## config.mk

```make
export PLATFORM = sky130hd
export DESIGN_NAME = lcd_frame_sequencer
export DESIGN_NICKNAME = d
export VERILOG_FILES = /design/src/rtl/lcd_pkg.sv /design/src/rtl/lcd_frame_sequencer.sv
export SDC_FILE = /design/constraint.sdc
export NUM_CORES = 1
export LEC_CHECK = 0
export BUFFER_PORTS_ARGS = -buffer_cell sky130_fd_sc_hd__buf_4
export CORE_MARGIN = 2
export CORE_UTILIZATION = 35
export DETAILED_ROUTE_END_ITERATION = 8
export GPL_ROUTABILITY_DRIVEN = 0
export GPL_TIMING_DRIVEN = 0
export SYNTH_ARGS = -nofsm -noshare
export SYNTH_HDL_FRONTEND = slang
export SYNTH_SLANG_ARGS = --single-unit
```

## constraint.sdc

```tcl
create_clock -name clk -period 6.5 [get_ports clk]
set_clock_uncertainty 0.1 [all_clocks]
set_input_delay 1.3 -clock clk [delete_from_list [all_inputs] [get_ports clk]]
set_output_delay 1.3 -clock clk [all_outputs]
set_load 0.1 [all_outputs]
```

## src/rtl/lcd_pkg.sv

```systemverilog
// lcd_pkg: shared definitions for the LCD frame sequencer.
//   - lcd_state_t : sequencer state encoding
//   - LCD_CMD_*   : HD44780 init commands
//   - LCD_ADDR_*  : DDRAM set-address commands for the two rows
//   - LCD_COLS    : characters per row
//   - init_cmd()  : init command by position in the power-up sequence
//   - row_char()  : character i of a row, leftmost = index 0
package lcd_pkg;

  typedef enum logic [2:0] {
    PWR_WAIT,
    INIT_CMD,
    CLR_WAIT,
    IDLE,
    ADDR1,
    ROW1,
    ADDR2,
    ROW2
  } lcd_state_t;

  localparam logic [7:0] LCD_CMD_FUNCSET = 8'h38;
  localparam logic [7:0] LCD_CMD_DISPON  = 8'h0C;
  localparam logic [7:0] LCD_CMD_ENTRY   = 8'h06;
  localparam logic [7:0] LCD_CMD_CLEAR   = 8'h01;
  localparam logic [7:0] LCD_ADDR_ROW1   = 8'h80;
  localparam logic [7:0] LCD_ADDR_ROW2   = 8'hC0;

  localparam int LCD_COLS = 16;

  function automatic logic [7:0] init_cmd(input logic [1:0] i);
    logic [7:0] cmd;
    cmd = LCD_CMD_FUNCSET;
    case (i)
      2'd0: cmd = LCD_CMD_FUNCSET;
      2'd1: cmd = LCD_CMD_DISPON;
      2'd2: cmd = LCD_CMD_ENTRY;
      2'd3: cmd = LCD_CMD_CLEAR;
      default: cmd = LCD_CMD_FUNCSET;
    endcase
    return cmd;
  endfunction

  // Leftmost character lives in the top byte, so index 0 maps to [127:120].
  function automatic logic [7:0] row_char(input logic [127:0] row, input logic [3:0] i);
    return row[8*(LCD_COLS-1-int'(i)) +: 8];
  endfunction

endpackage

```

## src/rtl/lcd_frame_sequencer.sv

```systemverilog
// lcd_frame_sequencer: turns 2x16 character frames into an ordered
// HD44780 byte stream (init commands, DDRAM addresses, characters) over a
// valid/ready handshake towards the LCD pin-timing driver.
//
// Ports:
//   clk, rst                 : clock, synchronous active-high reset
//   frame_req                : one-cycle request to show row1/row2
//   row1, row2 [127:0]       : row text, [127:120] is the leftmost char
//   byte_data [7:0], byte_rs : byte to the driver, rs=1 for characters
//   byte_valid / byte_ready  : handshake, transfer when both high
//   init_done                : level, power-up init complete
//   busy                     : high in every state except IDLE
//   frame_done               : pulse after the last byte of a frame
//   frame_skipped            : pulse when an unchanged frame is dropped
//                              (only with LCD_SEQ_DIFF_EN defined)
//
// Optional feature macro: LCD_SEQ_DIFF_EN (suppress frames identical to the
// last transmitted one).
module lcd_frame_sequencer
  import lcd_pkg::*;
#(
  parameter int POWERUP_WAIT = 4_000_000,
  parameter int CLEAR_WAIT   = 200_000
) (
  input  logic         clk,
  input  logic         rst,
  input  logic         frame_req,
  input  logic [127:0] row1,
  input  logic [127:0] row2,
  output logic [7:0]   byte_data,
  output logic         byte_rs,
  output logic         byte_valid,
  input  logic         byte_ready,
  output logic         init_done,
  output logic         busy,
`ifdef LCD_SEQ_DIFF_EN
  output logic         frame_skipped,
`endif
  output logic         frame_done
);

  localparam logic [31:0] PWR_LAST = 32'(POWERUP_WAIT - 1);
  localparam logic [31:0] CLR_LAST = 32'(CLEAR_WAIT - 1);
  localparam logic [3:0]  IDX_LAST = 4'(LCD_COLS - 1);

  lcd_state_t   state;
  logic [31:0]  wait_cnt;
  logic [3:0]   idx;
  logic         pending;
  logic [127:0] shadow_row1;
  logic [127:0] shadow_row2;
  logic         handshake;
  logic         is_repeat;

`ifdef LCD_SEQ_DIFF_EN
  logic [127:0] last_row1;
  logic [127:0] last_row2;
  logic         last_valid;

  // A start is a repeat only once a frame has actually gone out.
  assign is_repeat = last_valid && (row1 == last_row1) && (row2 == last_row2);
`else
  assign is_repeat = 1'b0;
`endif

  assign handshake = byte_valid && byte_ready;

  // Single sequencer: wait counter is shared between power-up and clear
  // waits, idx doubles as the init-command position and the character
  // position. Output bytes are registered and only change on a handshake,
  // so they stay stable while the driver stalls.
  always_ff @(posedge clk) begin
    if (rst) begin
      state       <= PWR_WAIT;
      wait_cnt    <= '0;
      idx         <= '0;
      pending     <= 1'b0;
      shadow_row1 <= '0;
      shadow_row2 <= '0;
      byte_data   <= 8'h00;
      byte_rs     <= 1'b0;
      byte_valid  <= 1'b0;
      init_done   <= 1'b0;
      busy        <= 1'b1;
      frame_done  <= 1'b0;
`ifdef LCD_SEQ_DIFF_EN
      frame_skipped <= 1'b0;
      last_row1     <= '0;
      last_row2     <= '0;
      last_valid    <= 1'b0;
`endif
    end else begin
      frame_done <= 1'b0;
`ifdef LCD_SEQ_DIFF_EN
      frame_skipped <= 1'b0;
`endif
      // Requests outside IDLE collapse into one pending start.
      if (frame_req && state != IDLE) pending <= 1'b1;

      case (state)
        PWR_WAIT: begin
          if (wait_cnt == PWR_LAST) begin
            wait_cnt   <= '0;
            idx        <= '0;
            state      <= INIT_CMD;
            byte_valid <= 1'b1;
            byte_data  <= LCD_CMD_FUNCSET;
            byte_rs    <= 1'b0;
          end else begin
            wait_cnt <= wait_cnt + 32'd1;
          end
        end

        INIT_CMD: begin
          if (handshake) begin
            if (idx == 4'd3) begin
              state      <= CLR_WAIT;
              byte_valid <= 1'b0;
              wait_cnt   <= '0;
              idx        <= '0;
            end else begin
              idx       <= idx + 4'd1;
              byte_data <= init_cmd(idx[1:0] + 2'd1);
            end
          end
        end

        CLR_WAIT: begin
          if (wait_cnt == CLR_LAST) begin
            wait_cnt  <= '0;
            state     <= IDLE;
            init_done <= 1'b1;
            busy      <= 1'b0;
          end else begin
            wait_cnt <= wait_cnt + 32'd1;
          end
        end

        IDLE: begin
          if (frame_req || pending) begin
            pending <= 1'b0;
            if (is_repeat) begin
`ifdef LCD_SEQ_DIFF_EN
              frame_skipped <= 1'b1;
`endif
            end else begin
              shadow_row1 <= row1;
              shadow_row2 <= row2;
              idx         <= '0;
              state       <= ADDR1;
              busy        <= 1'b1;
              byte_valid  <= 1'b1;
              byte_data   <= LCD_ADDR_ROW1;
              byte_rs     <= 1'b0;
            end
          end
        end

        ADDR1: begin
          if (handshake) begin
            state     <= ROW1;
            byte_data <= row_char(shadow_row1, 4'd0);
            byte_rs   <= 1'b1;
          end
        end

        // idx wraps 15 -> 0 naturally when the row ends.
        ROW1: begin
          if (handshake) begin
            idx <= idx + 4'd1;
            if (idx == IDX_LAST) begin
              state     <= ADDR2;
              byte_data <= LCD_ADDR_ROW2;
              byte_rs   <= 1'b0;
            end else begin
              byte_data <= row_char(shadow_row1, idx + 4'd1);
            end
          end
        end

        ADDR2: begin
          if (handshake) begin
            state     <= ROW2;
            byte_data <= row_char(shadow_row2, 4'd0);
            byte_rs   <= 1'b1;
          end
        end

        ROW2: begin
          if (handshake) begin
            idx <= idx + 4'd1;
            if (idx == IDX_LAST) begin
              state      <= IDLE;
              busy       <= 1'b0;
              byte_valid <= 1'b0;
              frame_done <= 1'b1;
`ifdef LCD_SEQ_DIFF_EN
              last_row1  <= shadow_row1;
              last_row2  <= shadow_row2;
              last_valid <= 1'b1;
`endif
            end else begin
              byte_data <= row_char(shadow_row2, idx + 4'd1);
            end
          end
        end

        default: state <= PWR_WAIT;
      endcase
    end
  end

endmodule

```

==> results.cfg, run 1 <==
[outcome]
outcome = complete, no violations

[cells_and_area]
fillers = 3809
fin_area_sq_um = 17500
layout_common_cells = nand2_1 (559), dfxtp_1 (309), a21oi_1 (290), buf_4 (272), clkbuf_1 (104)
final_common_cell = nand2_1
nNetsFinal = 2210
n_antenna_cell = 0
area_growth_pct = 27.80
drive_above_1_share = 0.2165

[worst_setup_path]
worst_setup_path_end_kind = flip-flop
critPathKind = flip-flop to flip-flop
timing.rr.end = byte_data[5]$_SDFFE_PP0P_
required_ns = 6.82
start_kind = flip-flop
crit_arrival_ns = 6.08
timing.rr.start = idx[0]$_SDFFE_PP0P_
critPathMaxFanout = 10
reg2regPathDepth = 14
setup.worst_path.end = byte_data[5]$_SDFFE_PP0P_
startpoint = idx[0]$_SDFFE_PP0P_
r2r_setup_slack_ns = 0.73

[min_path]
hold_class = flip-flop to flip-flop

[global_route]
grt_max_degree = 14
overflow = 0
grt_pass1_vias = 12920
antenna_found_initial = 0
grt_pass1_wl_mm = 73.15
grt_util_all_layers = 0.2344

[sta]
hold_viol = 0
max_freq_mhz = 173.3
rsz0062_at_grt = no
drv_slew = 0
slew_headroom = 0.1690
layout_setup_ws_ns = 0.7310
worst_pin_slew_ns = 1.247
post-route-min-period_ns = 5.769
finalCritPeriodShare = 0.8875
setup_viol = 0
fin_tns_setup_ns = 0

[routing]
drtIter0Drc = 909
drc = 0
drt-wirelength-per-cell_um = 19.65
vias_per_cell = 5.221
first_pass_iters = 5
routed_wl_mm = 48.84
postRouteAntennaNets = 0
via_count = 12980

[floorplan]
start_util = 0.3544
ios = 273
coreArea_sq_um = 38650
die_area_sq_um = 40730
row_count = 72
die_h_um = 201.8
die_w_um = 201.8

[placement]
dp_hpwl_mm = 38.06
pre_cts_ws_ns = 0.3036
io_buffers = 272
place_area_sq_um = 16390

[synth]
ys_ff_latch = 309
ys.flop_type = dfxtp_1
synth-edff-count = 0
synth.distinct_cells = 61
yosysSeqAreaShare = 0.4516
synth_cells = 1636
yosysWarnings = 0
syn-num-nets = 1901
async_reset_ff_frac = 0
syn_avg_cell_area_sq_um = 8.372
syn-cell-area_sq_um = 13700

[clock_tree]
cts_buffers = 35
clock-sinks = 309
cts_tree = built
clk_path_buf_depth = 3
cts_root_buffer = clkbuf_16
clkLatencyLatePin_ns = 0.53
h-tree-depth = 2
ctsHoldBuffers = 0
clkTransAtPathRegs_ns = 0.07
cts_setup_buffers = 0

[power]
ir_drop_uv = 163.5
power_density_nw_per_um2 = 236.4
p_leak_nw = 6.216

[job]
drv_cap = 0
==> flip-flops by register name, summed over array words and instances (netlist names) <==
name	flops
shadow_row1	128
wait_cnt	32
byte_valid	1
idx	4
init_done	1
pending	1
frame_done	1
byte_rs	1
busy	1
state	3
shadow_row2	128
byte_data	8
==> worst min path at each step <==
stage                                              from                       endpoint  slack, ns  depth (start not counted)
after floorplan             shadow_row2[0]$_SDFFE_PP0P_    shadow_row2[0]$_SDFFE_PP0P_       0.33                          2
after global placement     shadow_row1[49]$_SDFFE_PP0P_   shadow_row1[49]$_SDFFE_PP0P_       0.34                          2
after detailed placement  shadow_row1[114]$_SDFFE_PP0P_  shadow_row1[114]$_SDFFE_PP0P_       0.34                          2
after CTS                 shadow_row1[114]$_SDFFE_PP0P_  shadow_row1[114]$_SDFFE_PP0P_       0.35                          2
after global routing       shadow_row1[28]$_SDFFE_PP0P_   shadow_row1[28]$_SDFFE_PP0P_       0.37                          2
final                      shadow_row1[75]$_SDFFE_PP0P_   shadow_row1[75]$_SDFFE_PP0P_       0.35                          2
==> stage by stage <==
step | power, mW | hold WS, ns | cells | util
floorplan | 2.071 | 0.3307 | 1636 | -
global placement | 2.245 | 0.3393 | 2426 | 0.4240
detailed placement | 2.248 | 0.3433 | 2426 | 0.4240
CTS | 4.157 | 0.3517 | 2486 | 0.4529
global route | 4.260 | 0.3694 | 2486 | 0.4529
finish | 4.139 | 0.3523 | 2486 | 0.4529
==> routing by layer <==
metal | vias up | GRT usage | part of all wire
met5 | - | 0 | 0
met4 | 0 | 0.06933 | 0.028
met3 | 91 | 0.05047 | 0.082
met2 | 526 | 0.3957 | 0.47
met1 | 6150 | 0.3012 | 0.42
li1 | 6212 | - | -
==> cell type report <==
cell class / count / area, sq um / share of cell area
multi-input combinational: 1194 / 6927 / 0.3957
timing repair buffer: 272 / 2042 / 0.1167
clock buffer: 47 / 1002 / 0.05726
sequential: 309 / 6186 / 0.3534
buffer: 125 / 555.5 / 0.03174
clock inverter: 13 / 113.9 / 0.006505
inverter: 8 / 30.03 / 0.001716
tap: 518 / 648.1 / 0.03703
==> synthesized netlist by cell type, types with 14 or more instances <==
library cell  instances  area [sq um]
a21oi_1             290          1451
clkbuf_1             99         371.6
dfxtp_1             309          6186
mux2i_1              28         280.3
mux4_2               64          1441
nand2_1             559          2098
nand3_1              19         95.09
nand4_1              14         87.58
nor2_1               55         206.5
nor3_1               17         85.08
o21ai_0              14         70.07
xor2_1               25         219.0
==> where the power goes <==
part / switching (mW) / total (mW) / leakage (nW) / internal, mW
Sequential: 0.00920 / 1.91 / 2.49 / 1.90
Combinational: 0.153 / 0.293 / 3.18 / 0.140
Clock: 0.806 / 1.93 / 0.550 / 1.13
Total: 0.969 / 4.14 / 6.22 / 3.17
==> critical path: stages (launching register included) <==
cell and delay [ns]:
dfxtp_1 0.41, buf_2 0.37, clkbuf_2 0.51, inv_2 0.24, buf_1 0.47, ha_1 0.46
clkbuf_1 0.30, buf_2 0.43, clkbuf_1 0.74, buf_2 0.49, mux4_2 0.41, mux2i_1 0.31
nor3_1 0.11, nor3_1 0.20, a21oi_1 0.09
==> cell families (layout without fill, tap and decap cells) <==
group	after synthesis	in the layout	share of synthesized area
xor gates and xnor gates	35	35	0.02238
AOI/OAI and AO/OA	337	337	0.1303
adders and majority gates	5	5	0.004567
DFF	309	309	0.4516
and+or+nand+nor	721	721	0.2195
muxes	96	96	0.1290
buffers and inverters	133	465	0.04266
==> repair_timing <==
item                                    4_1_cts  5_1_grt
endpoints found under the setup margin        0        4
gates resized for setup                       0        2
endpoints found under the hold margin         0        0
No activity file was read; power rests on OpenSTA's default activity.
==> run 2, diff against run 1 <==
--- a/config.mk
+++ b/config.mk
@@ -5,7 +5,7 @@
 export SDC_FILE = /design/constraint.sdc
 export NUM_CORES = 1
 export LEC_CHECK = 0
-export BUFFER_PORTS_ARGS = -buffer_cell sky130_fd_sc_hd__buf_4
+export BUFFER_PORTS_ARGS = -buffer_cell sky130_fd_sc_hd__buf_2
 export CORE_MARGIN = 2
 export CORE_UTILIZATION = 35
 export DETAILED_ROUTE_END_ITERATION = 8
==> results.cfg, run 2 (same netlist as run 1, synthesis figures left out) <==
[routing]
postRouteAntennaNets = 0
via_count = 13030
drc = 0
routed_wl_mm = 48.72
vias_per_cell = 5.248
drt-wirelength-per-cell_um = 19.62
first_pass_iters = 6
drtIter0Drc = 1034

[floorplan]
coreArea_sq_um = 38650
die_w_um = 201.8
start_util = 0.3544
die_h_um = 201.8
ios = 273
die_area_sq_um = 40730
row_count = 72

[placement]
io_buffers = 272
dp_hpwl_mm = 38.02

[worst_setup_path]
cp_common_cell = buf_2
start_kind = flip-flop
crit_path_cell_trace = buf_2 -> clkbuf_2 -> inv_2 -> buf_1 -> ha_1 -> clkbuf_1 -> buf_2 -> clkbuf_1 -> buf_2 -> mux4_2 -> mux2i_1 -> nor3_1 -> nor3_1 -> a21oi_1
timing.rr.end = byte_data[5]$_SDFFE_PP0P_
critPathTopFamily = buffers and inverters
critPathKind = flip-flop to flip-flop
cpPeakStageDelay_ns = 0.77
cp_slowest_cell = clkbuf_1
r2r_setup_slack_ns = 0.60
worst_setup_path_end_kind = flip-flop
timing.rr.start = idx[0]$_SDFFE_PP0P_
critPathMaxFanout = 10
worstPathBufferInverterCount = 8
required_ns = 6.83
crit_arrival_ns = 6.23
reg2regPathDepth = 14

[global_route]
overflow = 0
grt_pass1_vias = 12760
grt_pass1_wl_mm = 72.84
grt_max_degree = 14
antenna_found_initial = 0
grt_util_all_layers = 0.2327

[sta]
setup_viol = 0
hold_viol = 0
post-route-min-period_ns = 5.898
fin_tns_setup_ns = 0
worst_pin_slew_ns = 1.212
finalCritPeriodShare = 0.9074
slew_headroom = 0.1922
rsz0062_at_grt = no
drv_slew = 0
fin_worst_hold_slack_ns = 0.3533
max_freq_mhz = 169.5

[clock_tree]
clk_path_buf_depth = 3
cts_buffers = 34
h-tree-depth = 2
cts_setup_buffers = 0
cts_tree = built
cts_root_buffer = clkbuf_16
clkLatencyLatePin_ns = 0.54
clkTransAtPathRegs_ns = 0.07
clock-sinks = 309

[cells_and_area]
reg.largest.list = shadow_row1 x128, shadow_row2 x128, wait_cnt x32
n_antenna_cell = 0
area_growth_pct = 23.18
final_common_cell = nand2_1
layout_common_cells = nand2_1 (559), dfxtp_1 (309), a21oi_1 (290), buf_2 (280), clkbuf_1 (101)
drive_above_1_share = 0.2168
nNetsFinal = 2209

[power]
ir_drop_uv = 148.6
power_mw = 4.194
power_density_nw_per_um2 = 248.6
p_leak_nw = 6.019

[min_path]
hold_path_end = shadow_row2[30]$_SDFFE_PP0P_
hold_class = flip-flop to flip-flop
min_path_cells = 2
hp-start = shadow_row2[30]$_SDFFE_PP0P_

[outcome]
outcome = complete, no violations

[job]
drv_cap = 0
-- run 2: cell count changes in the layout (fill, tap and decap cells not counted) --
cell and change:
clkinv_4 -1, clkinv_2 -3, inv_6 +2, clkbuf_8 +3, buf_4 -272, clkbuf_16 -2, clkinvlp_4 -2, buf_2 +272
clkbuf_1 -3, bufinv_16 +3
-- run 2: timing repair --
action	in CTS	in global routing
endpoints found under the setup margin	0	4
hold buffers	0	0
resized for setup	0	2
-- run 2: area by class of cell --
class | count | area [sq um]
buffer | 125 | 555.5
multi-input combinational | 1194 | 6927
inverter | 8 | 30.03
fill | 3887 | 21770
sequential | 309 | 6186
tap | 518 | 648.1
clock inverter | 12 | 182.7
clock buffer | 45 | 982.2
timing repair buffer | 272 | 1361
-- run 2: worst register-to-register path, delay by kind of cell, from the launching register on --
| family | cells | cell delay [ns] |
|---|---|---|
| compound gates | 1 | 0.09 |
| fa+ha+maj | 1 | 0.47 |
| buf+inv | 8 | 3.70 |
| flops | 1 | 0.41 |
| mux | 2 | 0.72 |
| simple gates | 2 | 0.30 |
-- run 2: worst max-delay path by stage --
stage | startpoint | to | slack (ns) | depth (start not counted)
finish | idx[0]$_SDFFE_PP0P_ | byte_data[5]$_SDFFE_PP0P_ | 0.60 | 14
CTS | idx[0]$_SDFFE_PP0P_ | byte_data[5]$_SDFFE_PP0P_ | 0.22 | 14
detailed placement | idx[0]$_SDFFE_PP0P_ | byte_data[5]$_SDFFE_PP0P_ | 0.23 | 14
global placement | idx[0]$_SDFFE_PP0P_ | byte_data[2]$_SDFFE_PP0P_ | 0.31 | 14
floorplan | idx[0]$_SDFFE_PP0P_ | byte_data[2]$_SDFFE_PP0P_ | 2.37 | 14
global route | idx[0]$_SDFFE_PP0P_ | byte_data[2]$_SDFFE_PP0P_ | 0.47 | 14
-- run 2: power breakdown --
part | leakage, nW | switching, mW | internal (mW)
logic | 2.95 | 0.154 | 0.0950
clock network | 0.579 | 0.809 | 1.22
registers | 2.49 | 0.00911 | 1.90
-- run 2: per-stage QoR --
step | worst slack (ns) | cells | area (sq um) | utilization
finish | 0.6020 | 2483 | 16870 | 0.4366
global route | 0.4659 | 2483 | 16870 | 0.4366
CTS | 0.2158 | 2483 | 16870 | 0.4365
detailed placement | 0.2343 | 2426 | 15710 | 0.4064
global placement | 0.3106 | 2426 | 15710 | 0.4064
floorplan | 2.370 | 1636 | 13700 | -
-- run 2: routing by layer --
layer / global-route usage / routed length, um
met5: 0 / 0
met2: 0.3866 / 22900
met4: 0.07668 / 1488
met1: 0.3058 / 20740
met3: 0.04257 / 3588
==> run 3, diff against run 2 <==
--- a/config.mk
+++ b/config.mk
@@ -6,11 +6,13 @@
 export NUM_CORES = 1
 export LEC_CHECK = 0
 export BUFFER_PORTS_ARGS = -buffer_cell sky130_fd_sc_hd__buf_2
+export CORE_ASPECT_RATIO = 0.8
 export CORE_MARGIN = 2
-export CORE_UTILIZATION = 35
+export CORE_UTILIZATION = 45
 export DETAILED_ROUTE_END_ITERATION = 8
 export GPL_ROUTABILITY_DRIVEN = 0
 export GPL_TIMING_DRIVEN = 0
+export PLACE_DENSITY = 0.67
 export SYNTH_ARGS = -nofsm -noshare
 export SYNTH_HDL_FRONTEND = slang
 export SYNTH_SLANG_ARGS = --single-unit
==> results.cfg, run 3 (same netlist as run 1, synthesis figures left out) <==
[global_route]
use_met3 = 0.04688
grt_util_all_layers = 0.2830
grt_pass1_vias = 12520
grt_util_met2 = 0.4463
antenna_found_initial = 4
gr-usage-met1 = 0.3940
grt.busiest_layer = met2
grt_pass1_wl_mm = 68.90
grt_max_degree = 17
overflow = 0

[power]
power_mw = 4.071
ir_drop_uv = 239.1
p_leak_nw = 5.969
power_density_nw_per_um2 = 244.4

[cells_and_area]
drive_above_1_share = 0.2130
layout.area.seq_sq_um = 6186
fillers = 2840
reg.largest.list = shadow_row1 x128, shadow_row2 x128, wait_cnt x32
stdcell_count = 2376
layout_common_cells = nand2_1 (559), dfxtp_1 (309), a21oi_1 (290), buf_2 (280), clkbuf_1 (106)
final_common_cell = nand2_1
nNetsFinal = 2205
area_growth_pct = 21.62
multiInputGateArea_sq_um = 6927

[clock_tree]
cts_buffers = 31
cts_setup_buffers = 0
cts_root_buffer = clkbuf_16
postCtsResizedCells = 0
clock-sinks = 309
clk_path_buf_depth = 3
ctsHoldBuffers = 0
clkLatencyLatePin_ns = 0.59
h-tree-depth = 1
clkTransAtPathRegs_ns = 0.07
cts_tree = built

[routing]
routed_wl_mm = 45.89
postRouteAntennaNets = 0
drc = 0
via_count = 13060
vias_per_cell = 5.497
first_pass_iters = 5
drt-wirelength-per-cell_um = 19.31
drtIter0Drc = 1316

[worst_setup_path]
cpPeakStageDelay_ns = 0.66
crit_path_cell_trace = buf_2 -> inv_2 -> buf_1 -> ha_1 -> clkbuf_1 -> buf_2 -> clkbuf_1 -> buf_2 -> mux4_2 -> mux2i_1 -> nor3_1 -> a211oi_1 -> a21oi_1
cp_slowest_cell = clkbuf_1
crit_arrival_ns = 5.96
timing.rr.start = idx[0]$_SDFFE_PP0P_
timing.rr.end = byte_data[3]$_SDFFE_PP0P_
worstPathBufferInverterCount = 7
setup.worst_path.end = byte_data[3]$_SDFFE_PP0P_
reg2regPathDepth = 13
cp.depth = 13
cp_common_cell = buf_2
critPathMaxFanout = 18
startpoint = idx[0]$_SDFFE_PP0P_
critPathTopFamily = buffers and inverters
start_kind = flip-flop
critPathKind = flip-flop to flip-flop
worst_setup_path_end_kind = flip-flop
required_ns = 6.87
r2r_setup_slack_ns = 0.90

[floorplan]
die_area_sq_um = 31860
die_h_um = 160.0
row_count = 57
start_util = 0.4540
ios = 273
coreArea_sq_um = 30170
die_w_um = 199.1

[sta]
rsz0062_at_grt = no
post-route-min-period_ns = 5.597
max_freq_mhz = 178.7
worst_pin_slew_ns = 1.112
hold_viol = 0
drv_slew = 0
fin_worst_hold_slack_ns = 0.3531
finalCritPeriodShare = 0.8611
slew_headroom = 0.2590
setup_viol = 0
fin_tns_setup_ns = 0

[outcome]
outcome = complete, no violations

[placement]
dp.cells = 2321
io_buffers = 272
dp_hpwl_mm = 35.36

[min_path]
hold_class = flip-flop to flip-flop

[job]
drv_cap = 0
run 3: cell types whose count changed in the layout (fill, tap and decap cells not counted), sizes merged:
cell	delta
clkbuf	+1
diode	+1
inv	-1
clkinv	-3
run 3: tightest hold or removal path, delay by kind of cell (launching register included):
family	cells	cell delay, ns
flip-flops	1	0.31
AND/OR/NAND/NOR	1	0.05
AO/OA/AOI/OAI	1	0.05
run 3: worst min path at each step:
stage | startpoint | end | depth (start not counted)
2_1_floorplan | shadow_row2[0]$_SDFFE_PP0P_ | shadow_row2[0]$_SDFFE_PP0P_ | 2
3_3_place_gp | shadow_row2[22]$_SDFFE_PP0P_ | shadow_row2[22]$_SDFFE_PP0P_ | 2
3_5_place_dp | shadow_row1[38]$_SDFFE_PP0P_ | shadow_row1[38]$_SDFFE_PP0P_ | 2
4_1_cts | shadow_row1[38]$_SDFFE_PP0P_ | shadow_row1[38]$_SDFFE_PP0P_ | 2
5_1_grt | shadow_row1[45]$_SDFFE_PP0P_ | shadow_row1[45]$_SDFFE_PP0P_ | 2
6_report | shadow_row2[42]$_SDFFE_PP0P_ | shadow_row2[42]$_SDFFE_PP0P_ | 2
run 3: power by group:
group | switching [mW] | internal, mW | total [mW]
sequential | 0.0108 | 1.90 | 1.91
clock | 0.776 | 1.14 | 1.91
combinational | 0.146 | 0.0947 | 0.241
total | 0.933 | 3.14 | 4.07
run 3: per-layer routing:
layer | up-vias | wire (um)
met3 | 102 | 3503
met2 | 541 | 20730
li1 | 6193 | -
met5 | - | 29
met4 | 6 | 1583
met1 | 6218 | 20050
run 3: layout make-up:
cell class	count	share of cell area
clock buffer	47	0.05558
inverter	8	0.001803
multi-input combinational	1194	0.4158
tap	413	0.03102
sequential	309	0.3713
clock inverter	8	0.009539
antenna	1	0.0001502
buffer	124	0.03305
timing repair buffer	272	0.08172
run 3: per-stage QoR:
step | cell area (sq um) | utilization | worst slack (ns)
final | 16660 | 0.5522 | 0.9031
after global routing | 16660 | 0.5522 | 0.5127
after CTS | 16660 | 0.5522 | 0.1871
after detailed placement | 15570 | 0.5163 | 0.2050
after global placement | 15570 | 0.5163 | 0.2871
after floorplan | 13700 | - | 2.370
